--- config.mk ---
export PLATFORM = sky130hd
export DESIGN_NAME = ps2_mouse_cursor_rx
export DESIGN_NICKNAME = d
export VERILOG_FILES = /design/src/rtl/ps2_mouse_cursor_rx.sv
export SDC_FILE = /design/constraint.sdc
export NUM_CORES = 1
export LEC_CHECK = 0
export CORE_MARGIN = 2
export CORE_UTILIZATION = 63
export CTS_BUF_LIST = sky130_fd_sc_hd__clkbuf_8
export DETAILED_ROUTE_END_ITERATION = 8
export PLACE_DENSITY = 0.85
export SYNTH_ARGS = -nofsm -noshare
export SYNTH_HDL_FRONTEND = slang
export SYNTH_SLANG_ARGS = --single-unit
--- constraint.sdc ---
create_clock -name clk_100MHz -period 3.8 [get_ports clk_100MHz]
set_input_delay 0.38 -clock clk_100MHz [delete_from_list [all_inputs] [get_ports clk_100MHz]]
set_output_delay 0.38 -clock clk_100MHz [all_outputs]
set_load 0.01 [all_outputs]
--- src/rtl/ps2_mouse_cursor_rx.sv ---
`default_nettype none
// ----------------------------------------------------------------------------
// ps2_mouse_cursor_rx : receive-only PS/2 mouse deframer, 3-byte packet parser
// and clamped cursor accumulator.                        Revision 1.0
// ----------------------------------------------------------------------------
module ps2_mouse_cursor_rx #(
    parameter int FILTER_LEN = 8,
    parameter int TIMEOUT    = 200000,
    parameter int X_MAX      = 319,
    parameter int Y_MAX      = 239,
    parameter int X_INIT     = 160,
    parameter int Y_INIT     = 120
) (
    input  logic       clk_100MHz,
    input  logic       reset,
    input  logic       ps2_clk,
    input  logic       ps2_data,
    output logic [8:0] xm,
    output logic [8:0] ym,
    output logic       btn_left,
    output logic       btn_right,
    output logic       btn_middle,
    output logic       pkt_valid,
    output logic       frame_err
);

    localparam int FW = $clog2(FILTER_LEN + 1);
    localparam int TW = $clog2(TIMEOUT + 1);

    localparam logic [1:0] ST_IDLE  = 2'd0;
    localparam logic [1:0] ST_SHIFT = 2'd1;
    localparam logic [1:0] ST_CHECK = 2'd2;

    localparam logic signed [10:0] X_MAX_S = 11'(X_MAX);
    localparam logic signed [10:0] Y_MAX_S = 11'(Y_MAX);

    logic [1:0]  clk_sync_q, clk_sync_d;
    logic [1:0]  dat_sync_q, dat_sync_d;
    logic [FW-1:0] flt_cnt_q, flt_cnt_d;
    logic        fclk_q, fclk_d;
    logic        fall_q, fall_d;
    logic        smp_q, smp_d;
    logic [1:0]  state_q, state_d;
    logic [3:0]  bit_cnt_q, bit_cnt_d;
    logic [7:0]  data_q, data_d;
    logic        par_q, par_d;
    logic        stop_q, stop_d;
    logic [TW-1:0] to_cnt_q, to_cnt_d;
    logic [1:0]  idx_q, idx_d;
    // hdr = {y_ovf, x_ovf, y_sign, x_sign, mid, right, left}
    logic [6:0]  hdr_q, hdr_d;
    logic [7:0]  b1_q, b1_d;
    logic [7:0]  b2_q, b2_d;
    logic        upd_q, upd_d;
    logic [8:0]  xm_q, xm_d;
    logic [8:0]  ym_q, ym_d;
    logic [2:0]  btn_q, btn_d;
    logic        pkt_valid_q, pkt_valid_d;
    logic        frame_err_q, frame_err_d;

    logic signed [10:0] dx, dy, nx, ny;

    always_comb begin
        clk_sync_d  = {clk_sync_q[0], ps2_clk};
        dat_sync_d  = {dat_sync_q[0], ps2_data};
        flt_cnt_d   = '0;
        fclk_d      = fclk_q;
        fall_d      = 1'b0;
        smp_d       = smp_q;
        state_d     = state_q;
        bit_cnt_d   = bit_cnt_q;
        data_d      = data_q;
        par_d       = par_q;
        stop_d      = stop_q;
        to_cnt_d    = to_cnt_q;
        idx_d       = idx_q;
        hdr_d       = hdr_q;
        b1_d        = b1_q;
        b2_d        = b2_q;
        upd_d       = 1'b0;
        xm_d        = xm_q;
        ym_d        = ym_q;
        btn_d       = btn_q;
        pkt_valid_d = 1'b0;
        frame_err_d = 1'b0;

        // Glitch filter: the filtered clock follows only a stable input.
        if (clk_sync_q[1] != fclk_q) begin
            if (flt_cnt_q == FW'(FILTER_LEN - 1)) begin
                fclk_d = clk_sync_q[1];
                fall_d = fclk_q;
                smp_d  = dat_sync_q[1];
            end else begin
                flt_cnt_d = flt_cnt_q + FW'(1);
            end
        end

        if (fall_q) begin
            to_cnt_d = '0;
        end else if (to_cnt_q != TW'(TIMEOUT)) begin
            to_cnt_d = to_cnt_q + TW'(1);
        end

        case (state_q)
            ST_IDLE: begin
                if (fall_q && !smp_q) begin
                    state_d   = ST_SHIFT;
                    bit_cnt_d = 4'd0;
                end
            end
            ST_SHIFT: begin
                if (fall_q) begin
                    if (bit_cnt_q < 4'd8) begin
                        data_d = {smp_q, data_q[7:1]};
                    end else if (bit_cnt_q == 4'd8) begin
                        par_d = smp_q;
                    end else begin
                        stop_d  = smp_q;
                        state_d = ST_CHECK;
                    end
                    bit_cnt_d = bit_cnt_q + 4'd1;
                end
            end
            ST_CHECK: begin
                state_d   = ST_IDLE;
                bit_cnt_d = 4'd0;
                if ((^{data_q, par_q}) && stop_q) begin
                    case (idx_q)
                        2'd0: begin
                            // Header must carry the always-one bit 3, else resync.
                            if (data_q[3]) begin
                                hdr_d = {data_q[7:4], data_q[2:0]};
                                idx_d = 2'd1;
                            end
                        end
                        2'd1: begin
                            b1_d  = data_q;
                            idx_d = 2'd2;
                        end
                        default: begin
                            b2_d  = data_q;
                            upd_d = 1'b1;
                        end
                    endcase
                end else begin
                    frame_err_d = 1'b1;
                    idx_d       = 2'd0;
                end
            end
            default: state_d = ST_IDLE;
        endcase

        if (state_q != ST_CHECK && !upd_q && to_cnt_q == TW'(TIMEOUT) &&
            (state_q == ST_SHIFT || idx_q != 2'd0)) begin
            frame_err_d = 1'b1;
            state_d     = ST_IDLE;
            bit_cnt_d   = 4'd0;
            idx_d       = 2'd0;
        end

        dx = {{2{hdr_q[3]}}, hdr_q[3], b1_q};
        dy = {{2{hdr_q[4]}}, hdr_q[4], b2_q};
        nx = $signed({2'b00, xm_q}) + dx;
        ny = $signed({2'b00, ym_q}) - dy;

        if (upd_q) begin
            btn_d       = hdr_q[2:0];
            pkt_valid_d = 1'b1;
            idx_d       = 2'd0;
            if (!hdr_q[5]) begin
                if (nx < 0)            xm_d = 9'd0;
                else if (nx > X_MAX_S) xm_d = 9'(X_MAX);
                else                   xm_d = nx[8:0];
            end
            if (!hdr_q[6]) begin
                if (ny < 0)            ym_d = 9'd0;
                else if (ny > Y_MAX_S) ym_d = 9'(Y_MAX);
                else                   ym_d = ny[8:0];
            end
        end
    end

    always_ff @(posedge clk_100MHz or posedge reset) begin
        if (reset) begin
            clk_sync_q  <= 2'b11;
            dat_sync_q  <= 2'b11;
            flt_cnt_q   <= '0;
            fclk_q      <= 1'b1;
            fall_q      <= 1'b0;
            smp_q       <= 1'b1;
            state_q     <= ST_IDLE;
            bit_cnt_q   <= 4'd0;
            data_q      <= 8'd0;
            par_q       <= 1'b0;
            stop_q      <= 1'b0;
            to_cnt_q    <= '0;
            idx_q       <= 2'd0;
            hdr_q       <= 7'd0;
            b1_q        <= 8'd0;
            b2_q        <= 8'd0;
            upd_q       <= 1'b0;
            xm_q        <= 9'(X_INIT);
            ym_q        <= 9'(Y_INIT);
            btn_q       <= 3'd0;
            pkt_valid_q <= 1'b0;
            frame_err_q <= 1'b0;
        end else begin
            clk_sync_q  <= clk_sync_d;
            dat_sync_q  <= dat_sync_d;
            flt_cnt_q   <= flt_cnt_d;
            fclk_q      <= fclk_d;
            fall_q      <= fall_d;
            smp_q       <= smp_d;
            state_q     <= state_d;
            bit_cnt_q   <= bit_cnt_d;
            data_q      <= data_d;
            par_q       <= par_d;
            stop_q      <= stop_d;
            to_cnt_q    <= to_cnt_d;
            idx_q       <= idx_d;
            hdr_q       <= hdr_d;
            b1_q        <= b1_d;
            b2_q        <= b2_d;
            upd_q       <= upd_d;
            xm_q        <= xm_d;
            ym_q        <= ym_d;
            btn_q       <= btn_d;
            pkt_valid_q <= pkt_valid_d;
            frame_err_q <= frame_err_d;
        end
    end

    assign xm         = xm_q;
    assign ym         = ym_q;
    assign btn_left   = btn_q[0];
    assign btn_right  = btn_q[1];
    assign btn_middle = btn_q[2];
    assign pkt_valid  = pkt_valid_q;
    assign frame_err  = frame_err_q;

endmodule
`default_nettype wire

==> results of run 1 <==
## synthesized netlist by cell type (all sizes together), types with 3 or more instances
| library cell | number | area share [%] |
|---|---|---|
| and2 | 3 | 0.40 |
| mux2 | 40 | 9.8 |
| dfstp | 12 | 6.0 |
| a21o | 8 | 1.2 |
| o41a | 4 | 0.86 |
| a21boi | 3 | 0.43 |
| nand3 | 14 | 1.6 |
| nand2b | 4 | 0.47 |
| or3 | 4 | 0.47 |
| o21ai | 20 | 1.9 |
| nand3b | 3 | 0.67 |
| a21oi | 27 | 2.6 |
| inv | 27 | 1.9 |
| a211oi | 6 | 0.95 |
| and3 | 3 | 0.36 |
| ha | 25 | 5.9 |
| nor3b | 5 | 0.71 |
| nor2b | 5 | 0.59 |
| o21a | 6 | 0.86 |
| nand4 | 7 | 0.83 |
| nand2 | 27 | 1.9 |
| nor2 | 55 | 3.9 |
| xnor2 | 12 | 2.0 |
| clkbuf | 9 | 0.64 |
| o211ai | 9 | 1.3 |
| buf | 4 | 0.74 |
| nor3 | 10 | 1.2 |
| xor2 | 18 | 3.0 |
| dfrtp | 82 | 39 |
| o31a | 4 | 0.67 |
| nor4 | 5 | 0.59 |
## worst max-delay path, stage by stage (launching register included)
cell,delay [ns]
dfrtp_1,0.41
ha_1,0.23
fa_1,0.44
a211oi_1,0.29
o21bai_1,0.19
a2111o_1,0.46
a41oi_1,0.53
nor2_1,0.15
o41a_1,0.15
## routing by layer
| layer | vias up | share of wire [%] | track usage [%] |
|---|---|---|---|
| met5 | - | 0 | 0 |
| met2 | 82 | 51 | 41.49 |
| met3 | 4 | 3.8 | 4.348 |
| met1 | 1867 | 45 | 33.26 |
| met4 | 0 | 0.39 | 9.762 |
| li1 | 1834 | - | - |
## area by class of cell
cell class / instances / area (um^2) / area share, %
sequential: 94 / 2367 / 40.76
multi-input combinational: 361 / 2726 / 46.94
clock buffer: 9 / 123.9 / 2.133
inverter: 27 / 102.6 / 1.766
timing repair buffer: 30 / 290.3 / 4.998
clock inverter: 7 / 66.31 / 1.142
tap: 105 / 131.4 / 2.262
## power groups by stage
stage          Combinational, mW  Sequential, mW  Clock, mW
2_1_floorplan             0.0950            1.11          0
3_3_place_gp               0.112            1.12          0
3_5_place_dp               0.118            1.12          0
4_1_cts                    0.119            1.10      0.655
5_1_grt                    0.136            1.11      0.706
6_report                   0.116            1.10      0.637
## state kept, by name, indices dropped and copies added (netlist names), 4 cells and up
| signal | flops |
|---|---|
| to_cnt_q | 18 |
| xm | 9 |
| ym | 9 |
| b1_q | 8 |
| b2_q | 8 |
| data_q | 8 |
| hdr_q | 7 |
| bit_cnt_q | 4 |
| flt_cnt_q | 4 |
## how the worst min path moves through the flow
stage	startpoint	to	slack [ns]
2_1_floorplan	clk_sync_q[0]	clk_sync_q[1]	0.35
3_3_place_gp	clk_sync_q[0]	clk_sync_q[1]	0.35
3_5_place_dp	dat_sync_q[0]	dat_sync_q[1]	0.35
4_1_cts	dat_sync_q[0]	dat_sync_q[1]	0.36
5_1_grt	dat_sync_q[0]	dat_sync_q[1]	0.37
6_report	dat_sync_q[0]	dat_sync_q[1]	0.36
## logic make-up after synthesis
group,share of synthesized area [%]
buffers and inverters,3.302
AND/OR/NAND/NOR,15.01
flip-flops,44.94
XOR/XNOR,5.843
multiplexers,10.14
adder cells (fa/ha/maj),6.888
AO/OA/AOI/OAI,13.87
==> flow_summary.ini, run 1 <==
[critical_path]
crit_path_start = xm[0]
cp-start-kind = flip-flop
r2r-start = xm[0]
ff2ff_setup_slack_ns = 0.84
cp_max_fo = 6
critPathKind = reg -> reg
worstPathRequired_ns = 4.04
crit_end = xm[0]
cp.arrival_ns = 3.20
end_kind = flip-flop
reg2regPathDepth = 8
worstReg2RegEnd = xm[0]

[logic_synthesis]
avgSynthCellArea_um2 = 10.64
netlist_area_um2 = 5268
postSynthCellCount = 495
ys_dominant_reg_cell = dfrtp_1
yosysWarningCount = 0
synth_edf_count = 0
async_reset_ff_share_pct = 100.0
synth.distinct_cells = 64
syn-num-nets = 526
ys_ff_latch = 94
yosysSeqAreaShare_pct = 44.94

[cts]
cts_tree = done
clk_latency_ns = 0.36
cts.path.max_buffers = 2
post_cts_buffers = 0
post_cts_resized = 0
cts_root_buffer = clkbuf_8
numClockSinks = 94
htreeDepth = 3
cts_buffers = 9
cts_hold_buf = 0
clk_transition_reported_paths_ns = 0.09

[sta]
worst_slew_pin_slew_ns = 0.9312
whs_ns = 0.3648
min_period_ns = 2.963
grt_setup_unrepaired = no
tns_ns = 0
fmax_ghz = 0.3375
final_max_slew_viol_count = 0
fin_ws_ns = 0.8374
hold_viol = 0
max_slew_margin_pct = 37.85
finClkSkew_ns = 0.01136
period_share_pct = 77.96
finalSetupViolations = 0

[power]
total_power_mw = 1.854
clkPwrFrac_pct = 34.4
vdd_ir_drop_max_mv = 0.2467
power_switching_share_pct = 24.25
pwr-share-comb_pct = 6.3
p_int_mw = 1.404
p_switching_mw = 0.4496
powerDensity_nw_per_um2 = 319.2
seq_power_share_pct = 59.4
leakage_nw = 2.714

[routing]
antenna_left = 0
post-route-drc-count = 0
drtIter0Drc = 203
drt-total-wl_um = 10280
wire_per_inst_um = 16.24
viasPerCell = 5.983
vias = 3787
firstDrtPassIters = 5

[min_path]
whs_path_depth = 0
hp-class = reg -> reg

[placed_design]
portBuffers = 26
placed_cell_area_um2 = 5618
hpwl_um = 7561
gp_congestion = 0.9566
dp_cells = 617
dp_worst_setup_slack_ns = 0.9425

[run_status]
status = completed

[floorplanning]
rows = 33
core_um2 = 8175
fp.dieH_um = 95.44
die_area_um2 = 9109
die_w_um = 95.44
ios = 27
start_util_pct = 64.43

[finish]
drive_above_1_share_pct = 14.77
finalNonFillerCells = 633
fin_area_um2 = 5808
fin_nets = 554
fill_cells = 584
syn2layout_area_growth_pct = 10.26
mostFrequentLayoutCells = dfrtp_1, nor2_1, inv_1
insertedDiodeCount = 0
layout_commonest_cell = dfrtp_1
finish.utilization_pct = 71.04

[global_route]
grt_pass1_vias = 3813
grt_start_max_net_pins = 56
grt_use_total_pct = 25.13
grt-ovfl-total = 0
grt_pass1_wl_um = 17750
antenna_found_initial = 0

[job]
cap_viol_max_count = 0
Note: power is estimated with default switching activity, not from simulation.
==> run 2, diff against run 1 <==
==> constraint.sdc (replaced) <==
create_clock -name clk_100MHz -period 2.93 [get_ports clk_100MHz]
set_input_delay 0.293 -clock clk_100MHz [delete_from_list [all_inputs] [get_ports clk_100MHz]]
set_output_delay 0.293 -clock clk_100MHz [all_outputs]
set_load 0.01 [all_outputs]
==> run 2 against run 1 <==
  * First-iteration DRC count is 31% lower
  * Clock skew is 0.00075 ns higher
  * Worst hold slack worse by 0.17 ns
  * Maximum frequency is 9.2% higher
  * Routed wire length is 0.47% lower
  * Register-to-register slack worse by 0.62 ns
  * Critical path depth is 1 higher
  * Global-route usage is 0.23 points lower
  * Flip-flop and latch count stayed put
==> flow_summary.ini, run 2 (synthesized netlist as in run 1, its figures left out) <==
[placed_design]
gp_congestion = 0.9193
portBuffers = 26
dp_worst_setup_slack_ns = 0.1160
hpwl_um = 7622

[finish]
largest_reg_flops = 18
layout_commonest_cell = dfrtp_1
top_register = to_cnt_q
fill_cells = 594
fin_nets = 556
insertedDiodeCount = 0
mostFrequentLayoutCells = dfrtp_1, nor2_1, nand2_1, a21oi_1
drive_above_1_share_pct = 15.66
finish.utilization_pct = 71.47
syn2layout_area_growth_pct = 10.93

[global_route]
grt_use_total_pct = 24.90
grt-ovfl-total = 0
grt_pass1_wl_um = 17510
grt_start_max_net_pins = 54
grt_pass1_vias = 3707
grtUsageMet2_pct = 41.02
antenna_found_initial = 0
top_usage_layer = met2
use_met1_pct = 33.12
grt_use_met3_pct = 4.980

[sta]
fin_ws_ns = 0.2175
final_max_slew_viol_count = 0
grt_setup_unrepaired = no
fmax_ghz = 0.3687
finClkSkew_ns = 0.01211
finalSetupViolations = 0
max_slew_margin_pct = 55.88
min_period_ns = 2.713
period_share_pct = 92.58
tns_ns = 0
hold_viol = 0
worst_slew_pin_slew_ns = 0.6594

[critical_path]
cp_num_buf_inv = 1
worstReg2RegEnd = xm[1]
worstPathCellList = ha_1, fa_1, a211oi_1, o21bai_1, a2111o_1, a41oi_1, buf_4, nor2_1, o41a_1
crit_slowest_cell = a2111o_1
cp.arrival_ns = 2.95
critPathKind = reg -> reg
cp-start-kind = flip-flop
r2r-start = xm[0]
worstPathRequired_ns = 3.17
ff2ff_setup_slack_ns = 0.22
path_delay_family = compound AO/OA/AOI/OAI gates
end_kind = flip-flop
crit_path_max_incr_delay_ns = 0.46
cp_max_fo = 6
crit_path_start = xm[0]
reg2regPathDepth = 9

[floorplanning]
die_area_um2 = 9109
ios = 27
fp.dieH_um = 95.44
rows = 33
core_um2 = 8175
die_w_um = 95.44
start_util_pct = 64.43

[cts]
cts_hold_buf = 0
htreeDepth = 3
clk_transition_reported_paths_ns = 0.09
cts_root_buffer = clkbuf_8
cts_buffers = 9
cts.path.max_buffers = 2
numClockSinks = 94
cts_tree = done
clk_latency_ns = 0.35

[routing]
post-route-drc-count = 0
drtIter0Drc = 141
antenna_left = 0
drt-total-wl_um = 10230
viasPerCell = 6.046
wire_per_inst_um = 16.12
vias = 3839
firstDrtPassIters = 5

[run_status]
status = completed

[power]
leakage_nw = 2.727
powerDensity_nw_per_um2 = 409.7
vdd_ir_drop_max_mv = 0.4022
total_power_mw = 2.394

[job]
cap_viol_max_count = 0

[min_path]
hp-class = in -> async
run 2: cell types whose count changed in the layout (fill, tap and decap cells not counted), sizes merged:
cell | previous run | this run
clkbuf | 9 | 12
buf | 4 | 6
inv | 29 | 27
bufinv | 1 | 0
run 2: metal layers:
metal | vias to the layer above | wire length, um
li1 | 1836 | -
met1 | 1889 | 4637
met2 | 95 | 5039
met3 | 19 | 365
met4 | 0 | 191
met5 | - | 0
run 2: what timing repair did:
item	4_1_cts	5_1_grt
resized for setup	0	2
endpoints found under the setup margin	0	8
setup buffers	0	0
run 2: worst max path at each step:
stage,end,slack (ns),depth (start not counted)
floorplan,b1_q[0],0.21,1
global placement,xm[1],0.29,9
detailed placement,ym[7],0.12,10
CTS,ym[7],0.10,10
global route,ym[1],0.06,10
finish,xm[1],0.22,9
run 2: worst register-to-register path, delay by kind of cell (launching register included):
| kind | cells | cell delay [ns] |
|---|---|---|
| buffers and inverters | 1 | 0.18 |
| adders and majority gates | 2 | 0.67 |
| and+or+nand+nor | 1 | 0.05 |
| DFF | 1 | 0.41 |
| AOI/OAI and AO/OA | 5 | 1.28 |
run 2: layout make-up:
type | instances | area (um^2) | share of cell area (%)
Sequential cell | 94 | 2367 | 40.51
Clock buffer | 12 | 165.2 | 2.827
Timing Repair Buffer | 32 | 317.8 | 5.439
Clock inverter | 4 | 28.78 | 0.4925
Multi-Input combinational cell | 361 | 2730 | 46.72
Inverter | 27 | 102.6 | 1.756
Tap cell | 105 | 131.4 | 2.248
run 2: where the power goes:
part	switching, mW	total (mW)	internal (mW)
sequential	0.0652	1.43	1.36
combinational	0.0847	0.154	0.0692
clock	0.431	0.811	0.380
total	0.581	2.39	1.81
run 2: stage by stage:
| stage | instance area, um^2 | hold slack [ns] | instances |
|---|---|---|---|
| after floorplan | 5268 | 0.2975 | 495 |
| after global placement | 5645 | 0.3453 | 619 |
| after detailed placement | 5645 | 0.3476 | 619 |
| after CTS | 5839 | 0.1977 | 635 |
| after global routing | 5843 | 0.2042 | 635 |
| final | 5843 | 0.1972 | 635 |
